[src/rtl/mod12_seq_ctrl_if.sv]
// Command channel for the mod-12 counter sequencer.
// A command transfers on a rising edge where cmd_valid && cmd_ready; the source holds op/arg stable until then.
interface mod12_seq_ctrl_if #(
    parameter int CW = 4
);
    logic          cmd_valid;
    logic          cmd_ready;
    logic [1:0]    cmd_op;
    logic [CW-1:0] cmd_arg;

    modport master (
        output cmd_valid,
        output cmd_op,
        output cmd_arg,
        input  cmd_ready
    );

    modport slave (
        input  cmd_valid,
        input  cmd_op,
        input  cmd_arg,
        output cmd_ready
    );
endinterface

[src/rtl/mod12_seq_ctrl.sv]
// Sequencer driving a mod-12 up/down counter through its load/updown/d_in pins.
// Executes LOAD, STEP_UP, STEP_DOWN and SEEK (shortest path, ties go up).
module mod12_seq_ctrl #(
    parameter int MOD = 12,
    parameter int CW  = 4
) (
    input  logic            i_clk,
    input  logic            i_rst_n,
    mod12_seq_ctrl_if.slave cmd,
    input  logic            i_abort,
    input  logic [CW-1:0]   i_cnt_q,
    output logic            o_cnt_load,
    output logic            o_cnt_updown,
    output logic [CW-1:0]   o_cnt_d_in,
    output logic            o_busy,
    output logic            o_done,
    output logic            o_err,
    output logic [1:0]      o_state
);
    localparam logic [1:0] S_IDLE = 2'd0;
    localparam logic [1:0] S_LOAD = 2'd1;
    localparam logic [1:0] S_RUN  = 2'd2;

    localparam logic [1:0] OP_LOAD = 2'b00;
    localparam logic [1:0] OP_SEEK = 2'b11;

    localparam logic [CW-1:0] MAX_POS = CW'(MOD - 1);
    localparam logic [CW-1:0] MOD_V   = CW'(MOD);

    logic [1:0]    r_state;
    logic          r_dir;
    logic [CW-1:0] r_remaining;
    logic [CW-1:0] r_ld_val;
    logic          r_done;
    logic          r_err;

    logic          w_accept;
    logic          w_arg_bad;
    logic [CW-1:0] w_du;
    logic [CW-1:0] w_dd;

    assign cmd.cmd_ready = (r_state == S_IDLE);
    assign w_accept      = cmd.cmd_valid && (r_state == S_IDLE);
    assign w_arg_bad     = (cmd.cmd_arg > MAX_POS);

    // Up/down distance to the seek target; wraps in CW bits when arg < cnt_q.
    assign w_du = (cmd.cmd_arg >= i_cnt_q) ? (cmd.cmd_arg - i_cnt_q)
                                           : (cmd.cmd_arg - i_cnt_q + MOD_V);
    assign w_dd = (w_du == '0) ? '0 : (MOD_V - w_du);

    always_ff @(posedge i_clk or negedge i_rst_n) begin
        if (!i_rst_n) begin
            r_state     <= S_IDLE;
            r_dir       <= 1'b0;
            r_remaining <= '0;
            r_ld_val    <= '0;
            r_done      <= 1'b0;
            r_err       <= 1'b0;
        end else begin
            r_done <= 1'b0;
            r_err  <= 1'b0;
            case (r_state)
                S_IDLE: begin
                    if (w_accept) begin
                        if (cmd.cmd_op == OP_LOAD) begin
                            if (w_arg_bad) begin
                                r_err <= 1'b1;
                            end else begin
                                r_ld_val <= cmd.cmd_arg;
                                r_state  <= S_LOAD;
                            end
                        end else if (cmd.cmd_op == OP_SEEK) begin
                            if (w_arg_bad) begin
                                r_err <= 1'b1;
                            end else if (w_du == '0) begin
                                r_done <= 1'b1;
                            end else begin
                                r_dir       <= (w_du > w_dd);
                                r_remaining <= (w_du <= w_dd) ? w_du : w_dd;
                                r_state     <= S_RUN;
                            end
                        end else begin
                            if (cmd.cmd_arg == '0) begin
                                r_done <= 1'b1;
                            end else begin
                                r_dir       <= cmd.cmd_op[1];
                                r_remaining <= cmd.cmd_arg;
                                r_state     <= S_RUN;
                            end
                        end
                    end
                end
                S_LOAD: begin
                    r_state <= S_IDLE;
                    r_done  <= 1'b1;
                end
                S_RUN: begin
                    if (i_abort || (r_remaining == CW'(1))) begin
                        r_state     <= S_IDLE;
                        r_remaining <= '0;
                        r_done      <= 1'b1;
                    end else begin
                        r_remaining <= r_remaining - CW'(1);
                    end
                end
                default: begin
                    r_state     <= S_IDLE;
                    r_remaining <= '0;
                end
            endcase
        end
    end

    // The counter has no enable: anything other than an active step or load reloads cnt_q.
    always_comb begin
        o_cnt_load   = 1'b1;
        o_cnt_updown = 1'b0;
        o_cnt_d_in   = i_cnt_q;
        if (!i_rst_n) begin
            o_cnt_d_in = '0;
        end else begin
            case (r_state)
                S_LOAD: begin
                    if (!i_abort) o_cnt_d_in = r_ld_val;
                end
                S_RUN: begin
                    if (!i_abort) begin
                        o_cnt_load   = 1'b0;
                        o_cnt_updown = r_dir;
                    end
                end
                default: ;
            endcase
        end
    end

    assign o_busy  = (r_state == S_LOAD) || (r_state == S_RUN);
    assign o_done  = r_done;
    assign o_err   = r_err;
    assign o_state = r_state;
endmodule

[src/flat_wrapper.sv]
// flat-port wrapper written by rule: the top's interface ports become plain ports
module mod12_seq_ctrl_flat 
#(
    parameter int MOD = 12,
    parameter int CW  = 4
)
  (i_clk, i_rst_n, i_abort, i_cnt_q, o_cnt_load, o_cnt_updown, o_cnt_d_in, o_busy, o_done, o_err, o_state, cmd_cmd_valid, cmd_cmd_op, cmd_cmd_arg, cmd_cmd_ready);
  mod12_seq_ctrl_if #(.CW(CW)) cmd_i ();
  input  logic i_clk;
  input  logic i_rst_n;
  input  logic i_abort;
  input  logic [CW-1:0] i_cnt_q;
  output logic o_cnt_load;
  output logic o_cnt_updown;
  output logic [CW-1:0] o_cnt_d_in;
  output logic o_busy;
  output logic o_done;
  output logic o_err;
  output logic [1:0] o_state;
  input wire logic [$bits(cmd_i.cmd_valid)-1:0] cmd_cmd_valid;
  input wire logic [$bits(cmd_i.cmd_op)-1:0] cmd_cmd_op;
  input wire logic [$bits(cmd_i.cmd_arg)-1:0] cmd_cmd_arg;
  output wire logic [$bits(cmd_i.cmd_ready)-1:0] cmd_cmd_ready;
  assign cmd_i.cmd_valid = cmd_cmd_valid;
  assign cmd_i.cmd_op = cmd_cmd_op;
  assign cmd_i.cmd_arg = cmd_cmd_arg;
  assign cmd_cmd_ready = cmd_i.cmd_ready;
  mod12_seq_ctrl #(.MOD(MOD), .CW(CW)) u_core (.i_clk(i_clk), .i_rst_n(i_rst_n), .cmd(cmd_i), .i_abort(i_abort), .i_cnt_q(i_cnt_q), .o_cnt_load(o_cnt_load), .o_cnt_updown(o_cnt_updown), .o_cnt_d_in(o_cnt_d_in), .o_busy(o_busy), .o_done(o_done), .o_err(o_err), .o_state(o_state));
endmodule
[config.mk]
export PLATFORM = sky130hd
export DESIGN_NAME = mod12_seq_ctrl_flat
export DESIGN_NICKNAME = d
export VERILOG_FILES = /design/src/rtl/mod12_seq_ctrl_if.sv /design/src/rtl/mod12_seq_ctrl.sv /design/src/flat_wrapper.sv
export SDC_FILE = /design/constraint.sdc
export NUM_CORES = 1
export LEC_CHECK = 0
export BUFFER_PORTS_ARGS = -buffer_cell sky130_fd_sc_hd__buf_2
export CORE_ASPECT_RATIO = 1.5
export CORE_MARGIN = 4
export CORE_UTILIZATION = 45
export DETAILED_ROUTE_END_ITERATION = 10
export PLACE_DENSITY = 0.8
export SLEW_MARGIN = 10
export SYNTH_ARGS = -nofsm -noshare
export SYNTH_HDL_FRONTEND = slang
export SYNTH_SLANG_ARGS = --single-unit
[constraint.sdc]
create_clock -name i_clk -period 1.7 [get_ports i_clk]
set_input_delay 0.255 -clock i_clk [delete_from_list [all_inputs] [get_ports i_clk]]
set_output_delay 0.255 -clock i_clk [all_outputs]
set_load 0.005 [all_outputs]
==> metrics.md <==
| Metric | Value |
|---|---|
| DRC viols | 0 |
| Comb power frac | between 60 and 70% |
| Share of cells above drive strength 1 | 48.37% |
| Initial drt markers | 66 |
| Final Cycle Share | 137.1% |
| Hold Path Class | input pin to asynchronous set/reset pin |
| Setup Viol. Count Final | 12 |
| RSZ-0062 raised after global routing | yes |
| Pwr Density | between 1000 and 1500 nW/um^2 |
| Leak | 1.076 nW |
| Clock root buffer | clkbuf_8 |
| CP max FO | 3 |
| DR vias/cell | 5.677 |
| Clock Sinks | 13 |
| Worst-skew pair later-pin latency | ~250 ps |
| Initial antenna violation count | 0 |
| Die Y | between 70 and 80 um |
| Routed WL per cell | about 18 um |
| Max-cap violation count | 0 |
| Layout net count | ~280 |
| Rel. slew slack | 75.82% |
| Vias in the first global route | around 1600 |
| Seq cells post-synth | 13 |
| GR Util All Layers | between 20% and 30% |
| Multi-input logic area | ~1100 um^2 |
| Setup TNS | -4142 ps |
| Synth Cell Area | between 1000 and 1500 um^2 |
| Max Freq | around 430 MHz |
| Via count | 1618 |
| Failing checks | setup timing |
| Worst VDD drop | 671.5 uV |
| Drt total wl | ~5.2 mm |
| Status | finished, violations left |
| Synth-to-layout area growth | 60.42% |
| Ant. Diodes | 0 |
| Mapped Cells | about 170 |
| Final GP Congestion | slightly above 0.9 |
| Sequential fraction of the synthesis area | a little under a quarter |
| Detailed Place HPWL | ~3.2 mm |
| TritonCTS clock tree | done |
| Cell Count, Final, Fillers Out | around 290 |
| Cell-internal power | 1.475 mW |
| CTS clk-pin slew, worst paths | 60 ps |
| Gr ovfl total | 0 |
| Post-DRT Antenna Nets | 0 |
| Register area | between 300 and 400 um^2 |
| Synth cell types | 49 |
| Die area | between 4000 and 5000 um^2 |
| R2R cell count | 6 |
| Final Critical Period | around 2300 ps |
| Tot Pwr | 2.576 mW |
| Type of the worst setup path | input pin to flip-flop |
| Worst-Margin Slew | between 300 and 400 ps |
| Clock share of power | 11.3% |
| Final Hold Vio Count | 0 |
| Port bufs | 25 |
| Final Cell Area | between 2000 and 2500 um^2 |
| Largest net degree at the start of global routing | 11 |
| Die Wd | about 53 um |
| # IOs | 26 |
| Row count | 24 |
| Critical path arrival | 2470 ps |
| Initial core utilization | 47.21% |
| Setup crit end kind | flip-flop |
| Final worst slack | -631.0 ps |
| First-pass GRT wire length | 7.272 mm |
| CTS Buf Count | 3 |
| Worst Path Required | 1830 ps |
| Share of total power in sequential cells | around 22% |
| Net Sw Frac | between 40 and 50% |
| Mapped Nets | 198 |
| Synthesized area per cell | between 8 and 9 um^2 |
| Synth Warn # | 0 |
| Setup slack at placement | -942.6 ps |
| Fillers | 191 |
| H-tree lvl count | 1 |
| DR pass1 iterations | 4 |
| Clock skew | 1.573 ps |
| Area of placed instances | roughly 1900 um^2 |
| Max clock buf depth | 2 |
| Final count of pins violating max slew | 0 |
| P_sw | around 1.1 mW |
| Core area | 2913 um^2 |
| Placed Instances | 268 |
| Crit start category | input pin |
==> per-stage QoR <==
step                hold WS, ps  util [%]
floorplan                -40.59         -
global placement          111.4     65.16
detailed placement        110.7     65.16
CTS                       393.4     72.68
global route              413.4     75.73
finish                    391.2     75.73
==> critical path, stage by stage <==
cell	delay [ps]
buf_12	110
inv_12	40
ha_4	120
inv_2	40
fa_2	390
a21oi_2	150
o21ai_2	100
xor2_2	170
inv_2	70
ha_4	160
o21ai_2	140
o21ai_1	80
mux2i_1	180
o21ai_1	140
a311oi_1	230
o21ai_1	90
==> worst paths after layout <==
kind | from | end | slack [ps]
min in group i_clk | cmd_cmd_arg[1] | u_core.r_ld_val[1]$_DFFE_PN0P_ | 430
max in group asynchronous | i_rst_n | u_core.o_state[0]$_DFFE_PN0P_ | 880
max reg2reg | u_core.r_remaining[1]$_DFFE_PN0P_ | u_core.o_state[0]$_DFFE_PN0P_ | -90
max | cmd_cmd_arg[0] | u_core.r_remaining[1]$_DFFE_PN0P_ | -630
min reg2reg | u_core.r_ld_val[0]$_DFFE_PN0P_ | u_core.r_ld_val[0]$_DFFE_PN0P_ | 490
min | i_rst_n | u_core.r_remaining[0]$_DFFE_PN0P_ | 390
==> power by group through the flow <==
stage	registers, mW	clock network [mW]	logic, mW
after floorplan	0.514	0	0.777
after global placement	0.525	0	1.28
after detailed placement	0.532	0	1.31
after CTS	0.530	0.282	1.54
after global routing	0.563	0.287	1.88
final	0.553	0.290	1.73
==> cell usage after synthesis, drive strengths merged <==
cell type   n  area [um^2]
a21o        2        16.27
mux2i       7        70.07
o211ai      3        22.52
nor2b       2        12.51
o21a        1        7.510
nor2       14        52.55
and3        2        17.52
or4         2        15.01
nand3       2        10.01
and3b       1        8.760
o211a       1        10.01
nor4b       1        8.760
o22ai       1        6.260
and2        2        13.77
mux2        1        11.26
o2111ai     1        8.760
o2111a      1        11.26
xor2        2        32.53
o21ai      10        53.80
nor3        5        25.02
or2         1        6.260
o2bb2ai     1        8.760
nand2b      4        25.02
ha         16        200.2
nand3b      2        15.01
a21boi      7        56.30
fa          1        20.02
o311ai      1        8.760
nor3b       1        7.510
inv        19        71.32
a311oi      1        8.760
buf         1        7.510
a21oi       8        43.79
nand2      19        71.32
or3         1        6.260
nand4       1        6.260
a31oi       4        25.02
a2111o      1        11.26
clkbuf      2        7.510
a22oi       1        7.510
o31ai       1        21.27
dfrtp      13        325.3
==> sequential cells by signal, indices dropped and copies added (netlist names) <==
signal / cells
u_core.o_state: 2
u_core.r_dir: 1
u_core.r_remaining: 4
u_core.o_err: 1
u_core.o_done: 1
u_core.r_ld_val: 4
==> what timing repair did <==
action | 4_1_cts | 5_1_grt
endpoints found under the setup margin | 13 | 14
hold buffers | 1 | 0
endpoints found under the hold margin | 3 | 0
setup buffers | 7 | 5
pin swaps | 13 | 11
gates resized for setup | 27 | 17
cloned | 0 | 0
==> cell families after synthesis <==
family / share of synthesized area (%)
buf+inv: 6.279
simple gates: 21.93
flops: 23.66
fa+ha+maj: 16.01
xor+xnor: 2.366
mux: 5.915
compound gates: 23.84
==> cell type report <==
| class | count | share of cell area [%] |
|---|---|---|
| timing repair buffer | 78 | 25.64 |
| tap | 39 | 2.212 |
| sequential | 13 | 14.80 |
| multi-input combinational | 132 | 51.28 |
| clock buffer | 4 | 2.042 |
| inverter | 19 | 4.027 |
==> layout by cell type (no fill, tap or decap), types with 4 or more instances in the layout <==
master    Yosys  final
dfrtp_1      13     12
a21oi_1       7      5
a21boi_1      0      4
buf_4         1     47
ha_4          0      5
a31oi_1       4      4
buf_6         0      6
ha_1         16     10
o21ai_0       8      4
nand2_1      19     17
nor3_1        5      5
buf_2         0     23
nor2_1       14     13
inv_1        19     13
mux2i_1       7      7
==> metal layers <==
metal / GRT usage (%) / wire (um) / vias up
li1: - / - / 750
met1: 23.91 / 1779 / 761
met2: 46.82 / 2788 / 76
met3: 3.914 / 258 / 31
met4: 17.33 / 373 / 0
met5: 0 / 0 / -
(Power assumes the default switching activity.)
